## src/rtl/timer_counter_ar_if.sv

```systemverilog
// Control/status bundle between the APB register block and the timer core.
// The register block drives the master side; the counting core is the slave.
interface timer_counter_ar_if #(
  parameter int WIDTH = 16,
  parameter int CKS_W = 2
);
  logic             en;
  logic             load;
  logic             updown;
  logic             arld;
  logic [CKS_W-1:0] cks;
  logic [WIDTH-1:0] tdr;
  logic [WIDTH-1:0] cmp;
  logic [2:0]       clr_flags;
  logic [2:0]       irq_en;
  logic [WIDTH-1:0] cnt;
  logic             tick;
  logic             ovf_flag;
  logic             udf_flag;
  logic             cmp_flag;
  logic             irq;

  modport master (
    output en, load, updown, arld, cks, tdr, cmp, clr_flags, irq_en,
    input  cnt, tick, ovf_flag, udf_flag, cmp_flag, irq
  );

  modport slave (
    input  en, load, updown, arld, cks, tdr, cmp, clr_flags, irq_en,
    output cnt, tick, ovf_flag, udf_flag, cmp_flag, irq
  );
endinterface

```

## src/rtl/timer_counter_ar.sv

```systemverilog
// Timer counting core: power-of-two prescaler tick enable, up/down counter with
// optional auto-reload, compare match, sticky flags and a masked registered irq.
module timer_counter_ar #(
  parameter int WIDTH   = 16,
  parameter int CKS_W   = 2,
  parameter int PRESC_W = (1 << CKS_W) - 1
) (
  input  logic              pclk,
  input  logic              preset,
  timer_counter_ar_if.slave bus
);

  logic [PRESC_W-1:0] presc;
  logic [PRESC_W-1:0] presc_mask;
  logic               tick;
  logic [WIDTH-1:0]   cnt_q;
  logic [WIDTH-1:0]   cnt_nxt;
  logic               ovf_set;
  logic               udf_set;
  logic               cmp_set;
  logic               ovf_q;
  logic               udf_q;
  logic               cmp_q;
  logic               irq_q;
  logic [2:0]         flags;

  // mask = 2^cks - 1, built by shifting zeros into an all-ones word
  assign presc_mask = ~({PRESC_W{1'b1}} << bus.cks);
  assign tick       = bus.en && ((presc & presc_mask) == presc_mask);
  assign flags      = {cmp_q, udf_q, ovf_q};

  always_comb begin
    cnt_nxt = cnt_q;
    ovf_set = 1'b0;
    udf_set = 1'b0;
    cmp_set = 1'b0;
    if (bus.load) begin
      cnt_nxt = bus.tdr;
    end else if (tick) begin
      if (bus.updown) begin
        if (cnt_q == '1) begin
          cnt_nxt = bus.arld ? bus.tdr : '0;
          ovf_set = 1'b1;
        end else begin
          cnt_nxt = cnt_q + WIDTH'(1);
        end
      end else begin
        if (cnt_q == '0) begin
          cnt_nxt = bus.arld ? bus.tdr : '1;
          udf_set = 1'b1;
        end else begin
          cnt_nxt = cnt_q - WIDTH'(1);
        end
      end
      // compare is judged on the value being written, so wraps/reloads count
      cmp_set = (cnt_nxt == bus.cmp);
    end
  end

  always_ff @(posedge pclk) begin
    if (preset) begin
      presc <= '0;
      cnt_q <= '0;
      ovf_q <= 1'b0;
      udf_q <= 1'b0;
      cmp_q <= 1'b0;
      irq_q <= 1'b0;
    end else begin
      presc <= (bus.en && !bus.load) ? presc + PRESC_W'(1) : '0;
      cnt_q <= cnt_nxt;
      ovf_q <= ovf_set | (ovf_q & ~bus.clr_flags[0]);
      udf_q <= udf_set | (udf_q & ~bus.clr_flags[1]);
      cmp_q <= cmp_set | (cmp_q & ~bus.clr_flags[2]);
      irq_q <= |(flags & bus.irq_en);
    end
  end

  assign bus.cnt      = cnt_q;
  assign bus.tick     = tick;
  assign bus.ovf_flag = ovf_q;
  assign bus.udf_flag = udf_q;
  assign bus.cmp_flag = cmp_q;
  assign bus.irq      = irq_q;

endmodule

```

## src/flat_wrapper.sv

```systemverilog
// flat-port wrapper written by rule: the top's interface ports become plain ports
module timer_counter_ar_flat 
#(
  parameter int WIDTH   = 16,
  parameter int CKS_W   = 2,
  parameter int PRESC_W = (1 << CKS_W) - 1
)
  (pclk, preset, bus_en, bus_load, bus_updown, bus_arld, bus_cks, bus_tdr, bus_cmp, bus_clr_flags, bus_irq_en, bus_cnt, bus_tick, bus_ovf_flag, bus_udf_flag, bus_cmp_flag, bus_irq);
  timer_counter_ar_if #(.WIDTH(WIDTH), .CKS_W(CKS_W)) bus_i ();
  input  logic pclk;
  input  logic preset;
  input wire logic [$bits(bus_i.en)-1:0] bus_en;
  input wire logic [$bits(bus_i.load)-1:0] bus_load;
  input wire logic [$bits(bus_i.updown)-1:0] bus_updown;
  input wire logic [$bits(bus_i.arld)-1:0] bus_arld;
  input wire logic [$bits(bus_i.cks)-1:0] bus_cks;
  input wire logic [$bits(bus_i.tdr)-1:0] bus_tdr;
  input wire logic [$bits(bus_i.cmp)-1:0] bus_cmp;
  input wire logic [$bits(bus_i.clr_flags)-1:0] bus_clr_flags;
  input wire logic [$bits(bus_i.irq_en)-1:0] bus_irq_en;
  output wire logic [$bits(bus_i.cnt)-1:0] bus_cnt;
  output wire logic [$bits(bus_i.tick)-1:0] bus_tick;
  output wire logic [$bits(bus_i.ovf_flag)-1:0] bus_ovf_flag;
  output wire logic [$bits(bus_i.udf_flag)-1:0] bus_udf_flag;
  output wire logic [$bits(bus_i.cmp_flag)-1:0] bus_cmp_flag;
  output wire logic [$bits(bus_i.irq)-1:0] bus_irq;
  assign bus_i.en = bus_en;
  assign bus_i.load = bus_load;
  assign bus_i.updown = bus_updown;
  assign bus_i.arld = bus_arld;
  assign bus_i.cks = bus_cks;
  assign bus_i.tdr = bus_tdr;
  assign bus_i.cmp = bus_cmp;
  assign bus_i.clr_flags = bus_clr_flags;
  assign bus_i.irq_en = bus_irq_en;
  assign bus_cnt = bus_i.cnt;
  assign bus_tick = bus_i.tick;
  assign bus_ovf_flag = bus_i.ovf_flag;
  assign bus_udf_flag = bus_i.udf_flag;
  assign bus_cmp_flag = bus_i.cmp_flag;
  assign bus_irq = bus_i.irq;
  timer_counter_ar #(.WIDTH(WIDTH), .CKS_W(CKS_W), .PRESC_W(PRESC_W)) u_core (.pclk(pclk), .preset(preset), .bus(bus_i));
endmodule
```

## config.mk

```make
export PLATFORM = sky130hd
export DESIGN_NAME = timer_counter_ar_flat
export DESIGN_NICKNAME = d
export VERILOG_FILES = /design/src/rtl/timer_counter_ar_if.sv /design/src/rtl/timer_counter_ar.sv /design/src/flat_wrapper.sv
export SDC_FILE = /design/constraint.sdc
export NUM_CORES = 1
export LEC_CHECK = 0
export ABC_AREA = 1
export CAP_MARGIN = 20
export CORE_MARGIN = 4
export CORE_UTILIZATION = 40
export CTS_BUF_LIST = sky130_fd_sc_hd__clkbuf_8
export DETAILED_ROUTE_END_ITERATION = 7
export PLACE_DENSITY_LB_ADDON = 0.3
export SYNTH_ARGS = -nofsm -noshare
export SYNTH_HDL_FRONTEND = slang
export SYNTH_SLANG_ARGS = --single-unit
export TNS_END_PERCENT = 20
```

## constraint.sdc

```tcl
create_clock -name pclk -period 5.5 [get_ports pclk]
set_clock_uncertainty 0.2 [all_clocks]
set_input_delay 0.55 -clock pclk [delete_from_list [all_inputs] [get_ports pclk]]
set_output_delay 0.55 -clock pclk [all_outputs]
set_load 0.05 [all_outputs]
```

==> results.toml <==
[power_and_ir_drop]
power_density_nw_per_um2 = 163
vdd_drop_max_v = 0.0000926
leakage_nw = 1.67

[setup_path]
critPathRequiredTime_ps = 5500
critPathKind = "input port to flip-flop"
critPathLaunch = "bus_updown"
critPathMaxFanout = 22
worstPathArrival_ps = 2970
end_kind = "flip-flop"
reg2regPathDepth = 14
reg2reg_from = "u_core.bus.cnt[7]$_SDFFE_PP0P_"
worstSetupEndpoint = "u_core.bus.cmp_flag$_SDFF_PP0_"
reg2reg_to = "u_core.bus.cmp_flag$_SDFF_PP0_"
startpoint_type = "input port"
r2r_slack_ps = 2680

[logic_synthesis]
ys_top_cells_by_area = "nand2_1 (27%), dfxtp_1 (16%), nand3_1 (11%)"
yosysSeqAreaShare_pct = 15.7
synth_fp_nets = 581
avgSynthCellArea_um2 = 5.53
ys_types = 38
netlist_area_um2 = 2930
yosysTopAreaCell = "nand2_1"
synth_top_area_share_pct = 26.7
ys_warn_count = 0
synth_cells = 531
synth-seq-cells = 23

[routing]
routed_via_density = 5.25
wire_per_inst_um = 15.1
drc = 0
ant_nets = 0
drt_iter0_markers = 178
firstDrtPassIters = 5
vias = 3544
routed_wl_mm = 10.2

[sta]
rsz0062_at_grt = "no"
tns_ps = 0
clock.fmax_ghz = 0.337
post-route-period-util_pct = 54.0
timing.final.max_slew_violations = 0
fin_crit_ps = 2970
slew_headroom_pct = 43.5
worstMarginPinSlew_ps = 844
hold_viol_final = 0
hold-worst-slack_ps = 275
setup_viol = 0

[worst_hold_path]
hold_path_class = "flip-flop to flip-flop"

[clock_tree]
clkTransAtPathRegs_ps = 100
cts.sinks = 23
holdBufCountCts = 0
numCtsBuffers = 3
root_buffer = "clkbuf_8"
cts_tree = "done"
clock_path_buffers = 2
cts_setup_buffers = 0
post_cts_resized = 0
clk-insertion-delay-late_ps = 280
h-tree-depth = 1

[grt]
grt_overflow = 0
grt_pass1_vias = 3402
grt_pass1_wl_mm = 16.4
grt_usage_pct = 23.5
grt_antenna_before_repair = 0
grt_max_degree = 23

[floorplanning]
core_area_um2 = 6940
dieHeight_um = 93.6
rows = 30
boundaryPins = 67
dieArea_um2 = 8770
fp.dieW_um = 93.6
initial_utilization_pct = 42.3

[status]
status = "finished, final reports clean"

[placement]
port_buffers = 66
dp.cells = 671
gp_congestion = 0.944
detailed_place_hpwl_mm = 8.09

[cells_and_area]
drive_above_1_share_pct = 7.94
fin_nets = 630
syn_to_final_growth_pct = 23.5
diodes = 0
fin_cells = 675

[flow_run]
max_cap_viol_count = 0
-- registers in the layout (all words and copies together) (netlist names) --
register / cells
u_core.presc: 3
u_core.bus.irq: 1
u_core.bus.cmp_flag: 1
u_core.bus.udf_flag: 1
u_core.bus.cnt: 16
u_core.bus.ovf_flag: 1
-- worst min path at each step --
stage,from,endpoint,slack [ps],depth (start not counted)
final,u_core.presc[0]$_SDFF_PP0_,u_core.presc[0]$_SDFF_PP0_,270,1
after global routing,u_core.bus.cmp_flag$_SDFF_PP0_,u_core.bus.cmp_flag$_SDFF_PP0_,340,2
after CTS,u_core.presc[0]$_SDFF_PP0_,u_core.presc[0]$_SDFF_PP0_,280,1
after detailed placement,u_core.presc[0]$_SDFF_PP0_,u_core.presc[0]$_SDFF_PP0_,250,1
after global placement,u_core.presc[0]$_SDFF_PP0_,u_core.presc[0]$_SDFF_PP0_,250,1
after floorplan,u_core.presc[0]$_SDFF_PP0_,u_core.presc[0]$_SDFF_PP0_,230,1
-- layout by cell type (no fill, tap or decap), types with 2 or more instances in the layout --
master,synthesis,layout
nand3_1,67,67
ha_1,4,4
clkinv_1,2,2
o21ai_0,11,11
nor2_4,9,9
xnor2_1,4,4
inv_1,49,49
clkdlybuf4s50_1,0,66
nand2_1,209,209
o21ai_1,4,4
nand2_2,10,10
nor2_1,51,51
nor2_2,7,7
dfxtp_1,23,23
xor2_1,5,5
a31oi_1,16,16
nand3_2,3,3
nand3b_1,5,5
nor2_8,2,2
nand2_4,2,2
a21oi_1,5,5
inv_2,3,3
nand4_1,6,6
clkbuf_8,0,3
-- per-stage QoR --
step | area, µm² | setup slack [ps] | util [%] | power, mW
after floorplan | 2930 | 2950 | - | 0.386
after global placement | 3560 | 2340 | 51.3 | 0.473
after detailed placement | 3570 | 2270 | 51.5 | 0.477
after CTS | 3620 | 2560 | 52.2 | 0.594
after global routing | 3620 | 2190 | 52.2 | 0.632
final | 3620 | 2530 | 52.2 | 0.592
-- worst max-delay path: stages --
cell and delay, ps:
clkdlybuf4s50_1 1020, inv_1 410, a21oi_1 220, nand2_1 100, nand2_1 70, nand2_1 50
nand2_1 50, nand3_1 70, nor2_1 80, nand2_1 50, nor2_1 90, nand3_1 90
a21oi_2 120
-- area by class of cell --
type,instances,area [µm²]
Sequential cell,23,460
Timing Repair Buffer,68,679
Clock buffer,3,41.3
Multi-Input combinational cell,430,2110
Clock inverter,1,7.51
Inverter,54,203
Fill cell,735,3320
Tap cell,96,120
-- per-layer routing --
layer | vias up | share of wire (%) | GRT usage, %
li1 | 1775 | - | -
met1 | 1608 | 43 | 29.9
met2 | 136 | 47 | 39.8
met3 | 25 | 6.4 | 3.38
met4 | 0 | 3.1 | 9.03
met5 | - | 0 | 0
-- cell families (layout without fill, tap and decap cells) --
logic type / after synthesis / in the layout / synth area share [%]
xor gates and xnor gates: 9 / 9 / 2.69
DFF: 23 / 23 / 15.7
buffers and inverters: 78 / 126 / 12.3
and+or+nand+nor: 376 / 376 / 59.4
AOI/OAI and AO/OA: 41 / 41 / 8.15
adders and majority gates: 4 / 4 / 1.71
-- Yosys cell counts --
cell and instances:
a21oi_1 5, a21oi_2 1, a22oi_1 1, a31oi_1 16
buf_1 1, buf_2 6, buf_4 6, buf_6 5
clkbuf_1 5, clkbuf_2 1, clkinv_1 2, dfxtp_1 23
ha_1 4, inv_1 49, inv_2 3, nand2_1 209
nand2_2 10, nand2_4 2, nand3_1 67, nand3_2 3
nand3_4 1, nand3b_1 5, nand4_1 6, nand4_2 1
nor2_1 51, nor2_2 7, nor2_4 9, nor2_8 2
nor3_1 1, nor3_4 1, o211ai_1 1, o21ai_0 11
o21ai_1 4, o21bai_1 1, o31ai_1 1, or2_0 1
xnor2_1 4, xor2_1 5
-- where the power goes --
group	switching [mW]	internal, mW
logic	0.168	0.106
registers	0.0264	0.174
clock network	0.0652	0.0515
No activity file was read; power rests on OpenSTA's default activity.
